===== src/rtl/peripheral_wb_pkg.sv =====
// Shared Wishbone constants, FSM state type and the self-test data pattern.
package peripheral_wb_pkg;
   localparam logic [2:0] CLASSIC = 3'b000;
   localparam logic [2:0] INCR    = 3'b010;
   localparam logic [2:0] EOB     = 3'b111;
   localparam logic [1:0] LINEAR  = 2'b00;

   typedef enum logic [1:0] {IDLE, WR, RD, DONE} state_t;

   function automatic logic [31:0] pat(input logic [15:0] idx, input logic [31:0] seed);
      return {~idx, idx} ^ seed;
   endfunction
endpackage


===== src/rtl/peripheral_wb_pattern_checker.sv =====
// Read-back comparator: saturating mismatch counter plus first failing address.
module peripheral_wb_pattern_checker
   import peripheral_wb_pkg::*;
#(
   parameter int          AW   = 32,
   parameter logic [31:0] SEED = 32'hA5A5_0000
) (
   input  logic          clk_i,
   input  logic          rst_i,
   input  logic          clr_i,
   input  logic          vld_i,
   input  logic [15:0]   idx_i,
   input  logic [AW-1:0] adr_i,
   input  logic [31:0]   dat_i,
   output logic [15:0]   err_cnt_o,
   output logic [AW-1:0] fail_adr_o
);
   logic [15:0]   cnt_q, cnt_d;
   logic [AW-1:0] adr_q, adr_d;
   logic          miss;

   // The counter saturates instead of wrapping, so cnt_q == 0 reliably means "no miss yet".
   always_comb begin
      cnt_d = cnt_q;
      adr_d = adr_q;
      miss  = vld_i && (dat_i != pat(idx_i, SEED));
      if (clr_i) begin
         cnt_d = '0;
         adr_d = '0;
      end else if (miss) begin
         if (cnt_q == 16'h0000) adr_d = adr_i;
         if (cnt_q != 16'hFFFF) cnt_d = cnt_q + 16'd1;
      end
   end

   always_ff @(posedge clk_i) begin
      if (rst_i) begin
         cnt_q <= '0;
         adr_q <= '0;
      end else begin
         cnt_q <= cnt_d;
         adr_q <= adr_d;
      end
   end

   assign err_cnt_o  = cnt_q;
   assign fail_adr_o = adr_q;
endmodule


===== src/rtl/peripheral_wb_pattern_master.sv =====
// Wishbone B4 self-test initiator: writes a pattern window in bursts, reads it back, reports mismatches.
module peripheral_wb_pattern_master
   import peripheral_wb_pkg::*;
#(
   parameter int          AW        = 32,
   parameter int          DW        = 32,
   parameter logic [AW-1:0] BASE_ADR = '0,
   parameter int          WORDS     = 1024,
   parameter int          BURST_LEN = 4,
   parameter logic [31:0] SEED      = 32'hA5A5_0000
) (
   input  logic          wb_clk_i,
   input  logic          wb_rst_i,
   input  logic          start_i,
   output logic [AW-1:0] wb_adr_o,
   output logic [DW-1:0] wb_dat_o,
   output logic [3:0]    wb_sel_o,
   output logic          wb_we_o,
   output logic          wb_cyc_o,
   output logic          wb_stb_o,
   output logic [2:0]    wb_cti_o,
   output logic [1:0]    wb_bte_o,
   input  logic [DW-1:0] wb_dat_i,
   input  logic          wb_ack_i,
   input  logic          wb_err_i,
   input  logic          wb_rty_i,
   output logic          busy_o,
   output logic          done_o,
   output logic          fail_o,
   output logic [15:0]   err_cnt_o,
   output logic [AW-1:0] fail_adr_o
);
   localparam logic [31:0] LAST_BEAT = 32'(BURST_LEN - 1);

   state_t        state_q, state_d;
   logic [31:0]   word_q, word_d, word_nx;
   logic [31:0]   beat_q, beat_d;
   logic          cyc_q, cyc_d, we_q, we_d;
   logic [AW-1:0] adr_q, adr_d;
   logic [DW-1:0] dat_q, dat_d;
   logic [2:0]    cti_q, cti_d;
   logic          busy_q, busy_d, done_q, done_d, buserr_q, buserr_d;
   logic          clr, rd_vld, drop;

   function automatic logic [AW-1:0] adr_of(input logic [31:0] w);
      return BASE_ADR + AW'(w << 2);
   endfunction

   function automatic logic [2:0] cti_of(input logic [31:0] b);
      if (BURST_LEN == 1) return CLASSIC;
      return (b == LAST_BEAT) ? EOB : INCR;
   endfunction

   always_comb begin
      state_d  = state_q;
      word_d   = word_q;
      beat_d   = beat_q;
      cyc_d    = cyc_q;
      we_d     = we_q;
      adr_d    = adr_q;
      dat_d    = dat_q;
      cti_d    = cti_q;
      busy_d   = busy_q;
      done_d   = done_q;
      buserr_d = buserr_q;
      clr      = 1'b0;
      rd_vld   = 1'b0;
      drop     = 1'b0;
      word_nx  = word_q + 32'd1;
      case (state_q)
         IDLE, DONE: begin
            if (start_i) begin
               state_d  = WR;
               clr      = 1'b1;
               buserr_d = 1'b0;
               busy_d   = 1'b1;
               done_d   = 1'b0;
               word_d   = '0;
               beat_d   = '0;
               cyc_d    = 1'b1;
               we_d     = 1'b1;
               adr_d    = adr_of('0);
               dat_d    = pat(16'd0, SEED);
               cti_d    = cti_of('0);
            end
         end
         default: begin
            // A low cyc inside WR/RD is the one-cycle gap; the next burst resumes at word_q/beat_q.
            if (!cyc_q) begin
               cyc_d = 1'b1;
               we_d  = (state_q == WR);
               adr_d = adr_of(word_q);
               dat_d = (state_q == WR) ? pat(word_q[15:0], SEED) : '0;
               cti_d = cti_of(beat_q);
            end else if (wb_err_i) begin
               drop     = 1'b1;
               state_d  = DONE;
               busy_d   = 1'b0;
               done_d   = 1'b1;
               buserr_d = 1'b1;
            end else if (wb_ack_i) begin
               rd_vld = (state_q == RD);
               if (word_nx == 32'(WORDS)) begin
                  drop   = 1'b1;
                  word_d = '0;
                  beat_d = '0;
                  if (state_q == WR) begin
                     state_d = RD;
                  end else begin
                     state_d = DONE;
                     busy_d  = 1'b0;
                     done_d  = 1'b1;
                  end
               end else if (beat_q == LAST_BEAT) begin
                  drop   = 1'b1;
                  word_d = word_nx;
                  beat_d = '0;
               end else begin
                  word_d = word_nx;
                  beat_d = beat_q + 32'd1;
                  adr_d  = adr_of(word_nx);
                  dat_d  = (state_q == WR) ? pat(word_nx[15:0], SEED) : '0;
                  cti_d  = cti_of(beat_q + 32'd1);
               end
            end else if (wb_rty_i) begin
               drop = 1'b1;
            end
            if (drop) begin
               cyc_d = 1'b0;
               we_d  = 1'b0;
               cti_d = CLASSIC;
            end
         end
      endcase
   end

   always_ff @(posedge wb_clk_i) begin
      if (wb_rst_i) begin
         state_q  <= IDLE;
         word_q   <= '0;
         beat_q   <= '0;
         cyc_q    <= 1'b0;
         we_q     <= 1'b0;
         adr_q    <= '0;
         dat_q    <= '0;
         cti_q    <= CLASSIC;
         busy_q   <= 1'b0;
         done_q   <= 1'b0;
         buserr_q <= 1'b0;
      end else begin
         state_q  <= state_d;
         word_q   <= word_d;
         beat_q   <= beat_d;
         cyc_q    <= cyc_d;
         we_q     <= we_d;
         adr_q    <= adr_d;
         dat_q    <= dat_d;
         cti_q    <= cti_d;
         busy_q   <= busy_d;
         done_q   <= done_d;
         buserr_q <= buserr_d;
      end
   end

   peripheral_wb_pattern_checker #(.AW(AW), .SEED(SEED)) u_chk (
      .clk_i      (wb_clk_i),
      .rst_i      (wb_rst_i),
      .clr_i      (clr),
      .vld_i      (rd_vld),
      .idx_i      (word_q[15:0]),
      .adr_i      (adr_q),
      .dat_i      (wb_dat_i),
      .err_cnt_o  (err_cnt_o),
      .fail_adr_o (fail_adr_o)
   );

   assign wb_adr_o = adr_q;
   assign wb_dat_o = dat_q;
   assign wb_sel_o = cyc_q ? 4'hF : 4'h0;
   assign wb_we_o  = we_q;
   assign wb_cyc_o = cyc_q;
   assign wb_stb_o = cyc_q;
   assign wb_cti_o = cti_q;
   assign wb_bte_o = LINEAR;
   assign busy_o   = busy_q;
   assign done_o   = done_q;
   assign fail_o   = (err_cnt_o != 16'h0000) | buserr_q;
endmodule


===== config.mk =====
export PLATFORM = sky130hd
export DESIGN_NAME = peripheral_wb_pattern_master
export DESIGN_NICKNAME = d
export VERILOG_FILES = /design/src/rtl/peripheral_wb_pkg.sv /design/src/rtl/peripheral_wb_pattern_checker.sv /design/src/rtl/peripheral_wb_pattern_master.sv
export SDC_FILE = /design/constraint.sdc
export NUM_CORES = 1
export LEC_CHECK = 0
export BUFFER_PORTS_ARGS = -buffer_cell sky130_fd_sc_hd__buf_2
export CORE_UTILIZATION = 55
export DETAILED_ROUTE_END_ITERATION = 12
export HOLD_SLACK_MARGIN = 0.1
export PLACE_DENSITY = 0.89
export SLEW_MARGIN = 5
export SYNTH_ARGS = -nofsm -noshare
export SYNTH_HDL_FRONTEND = slang
export SYNTH_SLANG_ARGS = --single-unit
export TNS_END_PERCENT = 20

===== constraint.sdc =====
create_clock -name wb_clk_i -period 4.4 [get_ports wb_clk_i]
set_input_delay 0.88 -clock wb_clk_i [delete_from_list [all_inputs] [get_ports wb_clk_i]]
set_output_delay 0.88 -clock wb_clk_i [all_outputs]
set_load 0.02 [all_outputs]

# Word level (Yosys, flattened, before mapping)
# Cells that the tools add are included.
# word_totals
regBits	186
in_bits	38
ram_bits	0
output_inout_bits	127
mem_bits_ro	0
n_memories	0
latchBits	0
wordCells	141
# op_classes
n_reduce_logical	20
shift	0
multipliers	0
n_mux	80
eq_ne	20
magnitude_cmp	0
n_addsub	3
div	0
bitwise	5
# ops
operator	count
2-to-1 mux 32 bit	27
adder 32 x 1 -> 32 bit (second input constant)	2
equality test 32 x 2 -> 1 bit (second input constant)	2
2-to-1 mux 1 bit	36
equality test 32 x 11 -> 1 bit (second input constant)	1
!= test 32 bit	1
NOT 16 bit	2
2-to-1 mux 3 bit	10
adder 16 x 1 -> 16 bit (second input constant)	1
logical NOT 16 bit	1
!= test 16 bit (second input constant)	1
!= test 4 x 2 -> 1 bit (second input constant)	4
NOT 8 bit	2
nonzero test 16 bit	1
!= test 3 x 2 -> 1 bit (second input constant)	5
AND reduction 5 bit	3
2-to-1 mux 2 bit	6
AND reduction 4 bit	2
AND reduction 2 bit	3
nonzero test 2 bit	3
nonzero test 3 bit	2
equality test 2 bit (second input constant)	2
2-to-1 mux 4 bit	1
OR reduction 2 bit	2
other kinds (8)	8

# Depth between registers and ports, before layout
# depth
ltp_word	10
ltp_mapped	13

# Hierarchy
# A second synthesis with hierarchy kept.
# unflattened
cells_unflattened	1416
area_unflattened_um2	11259.5
# modules_own_cells
mod	cells_each	instances	area_each_um2
peripheral_wb_pattern_master	1148	1	8722.1
peripheral_wb_pattern_checker	268	1	2537.4

# Worst setup path before layout
# OpenSTA, ideal clock, no wires.
# synth_path
path_type	reg-to-reg
from	register word_q[1]
to	register adr_q[29], in the netlist wb_adr_o[29]
slack_ns	1.099
stages_incl_launch_ff	13
t_arrival_ns	3.186
required_ns	4.284
cell_sequence	dfxtp_1 -> ha_1 -> nand2_1 -> or4_1 -> clkbuf_1 -> nor4_4 -> xnor2_1 -> nand4_1 -> or4_4 -> a21oi_4 -> buf_6 -> nor4_1 -> a31o_1
# synth_between
elab_chain_len	7
elab_cells_between_ends	10
# synth_rtl
item	line	text
start, declared	peripheral_wb_pattern_master.sv:36	logic [31:0] word_q, word_d, word_nx;
start signal, assigned	peripheral_wb_pattern_master.sv:152	word_q <= word_d;
adder 32 x 1 -> 32 bit *	peripheral_wb_pattern_master.sv:69	word_nx = word_q + 32'd1;
parallel branches: the longest is 6 deep, another holds equality test 32 x 11 -> 1 bit	-	
end signal, assigned	peripheral_wb_pattern_master.sv:156	adr_q <= adr_d;
end, declared	peripheral_wb_pattern_master.sv:39	logic [AW-1:0] adr_q, adr_d;
# Mark *: on every way between the ends. The select of a mux whose other input is x is not followed.
# A chain may end at the register's enable or synchronous reset.

# Worst setup path after layout
# layout_path
from	register word_q[9]
to	register dat_q[26], in the netlist wb_dat_o[26]
# layout_between
elab_chain_len	10
elab_cells_between_ends	13
# layout_rtl
item	line	text
adder 32 x 1 -> 32 bit *	peripheral_wb_pattern_master.sv:69	
NOT 16 bit	peripheral_wb_pkg.sv:11	return {~idx, idx} ^ seed;
NOT 8 bit (no source line)	-	
2-to-1 mux 32 bit	peripheral_wb_pattern_master.sv:122	dat_d = (state_q == WR) ? pat(word_nx[15:0], SEED) : '0;
2-to-1 mux 32 bit	peripheral_wb_pattern_master.sv:114	end else if (beat_q == LAST_BEAT) begin
2-to-1 mux 32 bit	peripheral_wb_pattern_master.sv:103	if (word_nx == 32'(WORDS)) begin
2-to-1 mux 32 bit	peripheral_wb_pattern_master.sv:101	end else if (wb_ack_i) begin
2-to-1 mux 32 bit	peripheral_wb_pattern_master.sv:95	end else if (wb_err_i) begin
2-to-1 mux 32 bit	peripheral_wb_pattern_master.sv:89	if (!cyc_q) begin
2-to-1 mux 32 bit	peripheral_wb_pattern_master.sv:70	case (state_q)
end signal, assigned	peripheral_wb_pattern_master.sv:157	dat_q <= dat_d;
end, declared	peripheral_wb_pattern_master.sv:40	logic [DW-1:0] dat_q, dat_d;
# Mark *: on every way between the ends. The rest lies on a longest branch, timed or not. The select of a mux whose other input is x is not followed.

==> metrics.md <==
| Metric | Value |
|---|---|
| Final Instance Count excl. Fillers | 1,539 |
| Psw | 0.00125 W |
| Hold Path Sink | wb_dat_o[30] |
| Post-route ant nets | 0 |
| CTS clock-pin slew for the worst setup and hold paths | 80 ps |
| Crit end category | flip-flop |
| Clock share of power | 0.417 |
| Worst skew pair latency | 450 ps |
| Die Wd | 135 um |
| Largest net degree at the start of global routing | 48 |
| # IOs | 165 |
| Core area | 17,300 um^2 |
| Unrepaired setup endpoints after global routing | false |
| Vias | 9,929 |
| DR WL/cell | 19.1 um |
| Critical hold path startpoint | wb_dat_o[30] |
| WP buf/inv | 2 |
| Worst hold slack | 472 ps |
| Starting Density | 0.564 |
| Post-layout nets | 1,346 |
| Worst R2R End | wb_dat_o[26] |
| Placed instance count | 1,504 |
| Vias per inst | 6.45 |
| CP Class | flip-flop to flip-flop |
| Final instance area | 11,100 um^2 |
| Setup tns final | 0 ps |
| Kind of cell adding the most delay to the critical path | simple AND/OR/NAND/NOR gates |
| Vias in the first global route | 8,957 |
| Outcome | completed |
| Critical Path Slowest Stage Cell | or4_4 |
| Root buffer cell | clkbuf_16 |
| WL final | 29,400 um |
| Startpoint types | flip-flop |
| Relative slew slack | 0.235 |
| Comb power frac | 0.151 |
| Syn Area/Cell | 8.05 um^2 |
| Fmax achieved | 245 MHz |
| Max-cap viol count | 0 |
| Gr usage total | 0.319 |
| Post-synthesis sequential element count | 173 |
| P&R area growth vs syn | 13.8% |
| Asr flop ratio synth | 0 |
| Port buffer count | 158 |
| WP data required | 4730 ps |
| Initial DRC Count | 1,108 |
| Die Span Y | 135 um |
| Post-Synthesis Cells | 1,213 |
| Total internal power | 0.00253 W |
| Switching part of the total | 0.330 |
| Layout cells sized above 1 | 0.201 |
| PwrDens | 341 nW/um^2 |
| Ys flop type | dfxtp_1 |
| First-pass iteration count of the detailed router | 5 |
| Area of the die | 18,300 um^2 |
| First-pass GRT wire length | 46,200 um |
| Sequential area share after synthesis | 0.355 |
| Flop pwr share | 0.431 |
| Max Root-Sink Buffers | 2 |
| CP cell instances | nand4_1 > buf_4 > or4_1 > nor4_4 > xnor2_1 > nand4_1 > or4_4 > a21oi_4 > buf_4 > nor4_1 > a31o_2 |
| HPWL Detailed | 20,300 um |
| Peak VDD IR | 0.295 mV |
| Critical path fanouts, max | 12 |
| Htree depth | 4 |
| Final Cycle Share | 0.929 |
| ANT cells | 0 |
| Hold Fails Final Rpt | 0 |
| Cell area after placement | 10,500 um^2 |
| Syn. warnings | 0 |
| Clk_skew | 14.0 ps |
| Num rows | 48 |
| Power, Total | 0.00378 W |
| R2R setup slack | 310 ps |
| EDFF count, synth | 0 |
| Global route total overflow | 0 |
| Static Leak | 4.16 nW |
| TritonCTS clock tree | built |
| HP Class | flip-flop to flip-flop |
| GP Congestion | 0.988 |
| Cts bufs inserted | 17 |
| Filler Cell Count | 1,361 |
| Fin. max-slew vios | 0 |
| Synth cell types | 77 |
| Post-route minimum period | 4090 ps |
| Worst-case reg-to-reg path depth | 11 |
| Synthesized area | 9760 um^2 |
| Crit-path max cell delay | 710 ps |
| Hold Path Stages | 1 |
| Detailed-route DRC error count | 0 |
| Worst R2R Start | word_q[9] |
| Sink Count | 173 |
| Arrival @ worst endpoint | 4420 ps |
| Initial antenna violation count | 0 |
| Finish-stage setup viols | 0 |
| Least-Margin Pin Slew | 1140 ps |
-- stage by stage --
step,util,worst slack [ps]
final,0.642,314
after detailed placement,0.605,294
after CTS,0.641,241
after global placement,0.605,414
after global routing,0.642,123
after floorplan,-,1100
-- timing repair --
| item | in CTS | in global routing |
|---|---|---|
| hold buffers | 0 | 0 |
| resized for setup | 0 | 0 |
| setup endpoints to repair | 0 | 1 |
| hold endpoints to repair | 0 | 0 |
| buffers inserted | 0 | 3 |
-- cell usage in the layout, fill, tap and decap left out, types with 7 or more instances in the layout --
master and instances:
dfxtp_1 173, buf_2 158, nor2_1 141, nand2_1 113, xnor2_1 58, nand4_1 49
nand3_1 47, a21oi_1 43, nor4_1 40, nor3_1 36, mux2i_1 36, o21ai_0 35
xor2_1 34, buf_4 30, or4_1 23, and3_1 18, a31oi_1 18, a22o_1 18
clkbuf_16 17, inv_1 15, or3_1 12, o21ai_2 11, and4_1 10, o31ai_1 10
or2_2 9, o2bb2ai_1 8, and2_1 7, o211ai_1 7, nand2b_1 7, ha_1 7
-- cells in the mapped netlist, drive strengths merged (3+ instances only) --
master / number / area, um^2
a311oi: 4 / 35.0
nor3b: 5 / 37.5
buf: 54 / 348
a21o: 3 / 22.5
xnor2: 58 / 508
nor3: 36 / 180
a22o: 18 / 158
or3: 12 / 75.1
inv: 15 / 56.3
or2: 9 / 56.3
o21ai: 52 / 302
nor2b: 4 / 25.0
o2bb2ai: 8 / 70.1
and3b: 6 / 52.6
o211ai: 8 / 65.1
nor2: 143 / 539
o31a: 3 / 26.3
nand4: 51 / 340
a21oi: 48 / 270
a31oi: 18 / 113
nand2b: 7 / 43.8
and2: 7 / 43.8
a22oi: 5 / 37.5
nor4: 42 / 293
o31ai: 10 / 75.1
xor2: 34 / 298
nand3: 48 / 245
a31o: 12 / 105
mux2i: 36 / 360
nand4b: 5 / 43.8
or4: 25 / 195
and3: 18 / 113
dfxtp: 173 / 3460
nand2: 114 / 435
clkbuf: 70 / 264
o22ai: 6 / 37.5
and4: 10 / 87.6
ha: 7 / 87.6
-- logic make-up (layout without fill, tap and decap cells) --
kind of cell	Yosys count	after routing	synth area share
AND/OR/NAND/NOR	546	546	0.291
AO/OA/AOI/OAI	218	218	0.157
flip-flops	173	173	0.355
buffers and inverters	140	236	0.0688
XOR/XNOR	92	92	0.0825
multiplexers	36	36	0.0369
adder cells (fa/ha/maj)	7	7	0.00897
other	1	6	0.000384
-- state kept, by name, indices dropped and copies added (netlist names) --
name and cells:
wb_adr_o 30, busy_o 1, u_chk.err_cnt_o 16, wb_cyc_o 1, done_o 1, wb_we_o 1, u_chk.fail_adr_o 30, beat_q 32
state_q 2, wb_dat_o 24, word_q 32, buserr_q 1, wb_cti_o 2
-- worst reg2reg max path, stage by stage, from the launching register on --
cell	delay, ps
dfxtp_1	550
nand4_1	250
buf_4	240
or4_1	630
nor4_4	420
xnor2_1	170
nand4_1	200
or4_4	710
a21oi_4	300
buf_4	190
nor4_1	70
a31o_2	260
-- final cells by class --
| cell class | instances | area [um^2] | area share |
|---|---|---|---|
| multi-input combinational | 905 | 5660 | 0.510 |
| clock inverter | 15 | 199 | 0.0179 |
| clock buffer | 17 | 425 | 0.0383 |
| tap | 225 | 282 | 0.0254 |
| timing repair buffer | 188 | 1020 | 0.0915 |
| sequential | 173 | 3460 | 0.312 |
| inverter | 16 | 60.1 | 0.00541 |
-- routing by layer --
| metal | vias up | GRT usage | routed length, um | share of wire |
|---|---|---|---|---|
| li1 | 4537 | - | - | - |
| met1 | 4598 | 0.391 | 11400 | 0.39 |
| met2 | 657 | 0.507 | 13300 | 0.45 |
| met3 | 137 | 0.0692 | 3090 | 0.10 |
| met4 | 0 | 0.202 | 1690 | 0.058 |
| met5 | - | 0 | 0 | 0 |
-- worst max path at each step --
stage | startpoint | endpoint | cells past startpoint
3_3_place_gp | word_q[14] | wb_dat_o[23] | 9
6_report | word_q[9] | wb_dat_o[26] | 11
2_1_floorplan | word_q[1] | wb_adr_o[29] | 12
4_1_cts | word_q[9] | wb_dat_o[23] | 10
3_5_place_dp | word_q[9] | wb_dat_o[23] | 10
5_1_grt | word_q[8] | wb_adr_o[11] | 10
-- power by group through the flow --
stage / clock network (W) / logic [W] / registers, W
floorplan: 0 / 0.000359 / 0.00169
global placement: 0 / 0.000531 / 0.00166
detailed placement: 0 / 0.000543 / 0.00166
CTS: 0.00158 / 0.000548 / 0.00163
global route: 0.00166 / 0.000601 / 0.00163
finish: 0.00158 / 0.000573 / 0.00163
No activity file was read; power rests on OpenSTA's default activity.
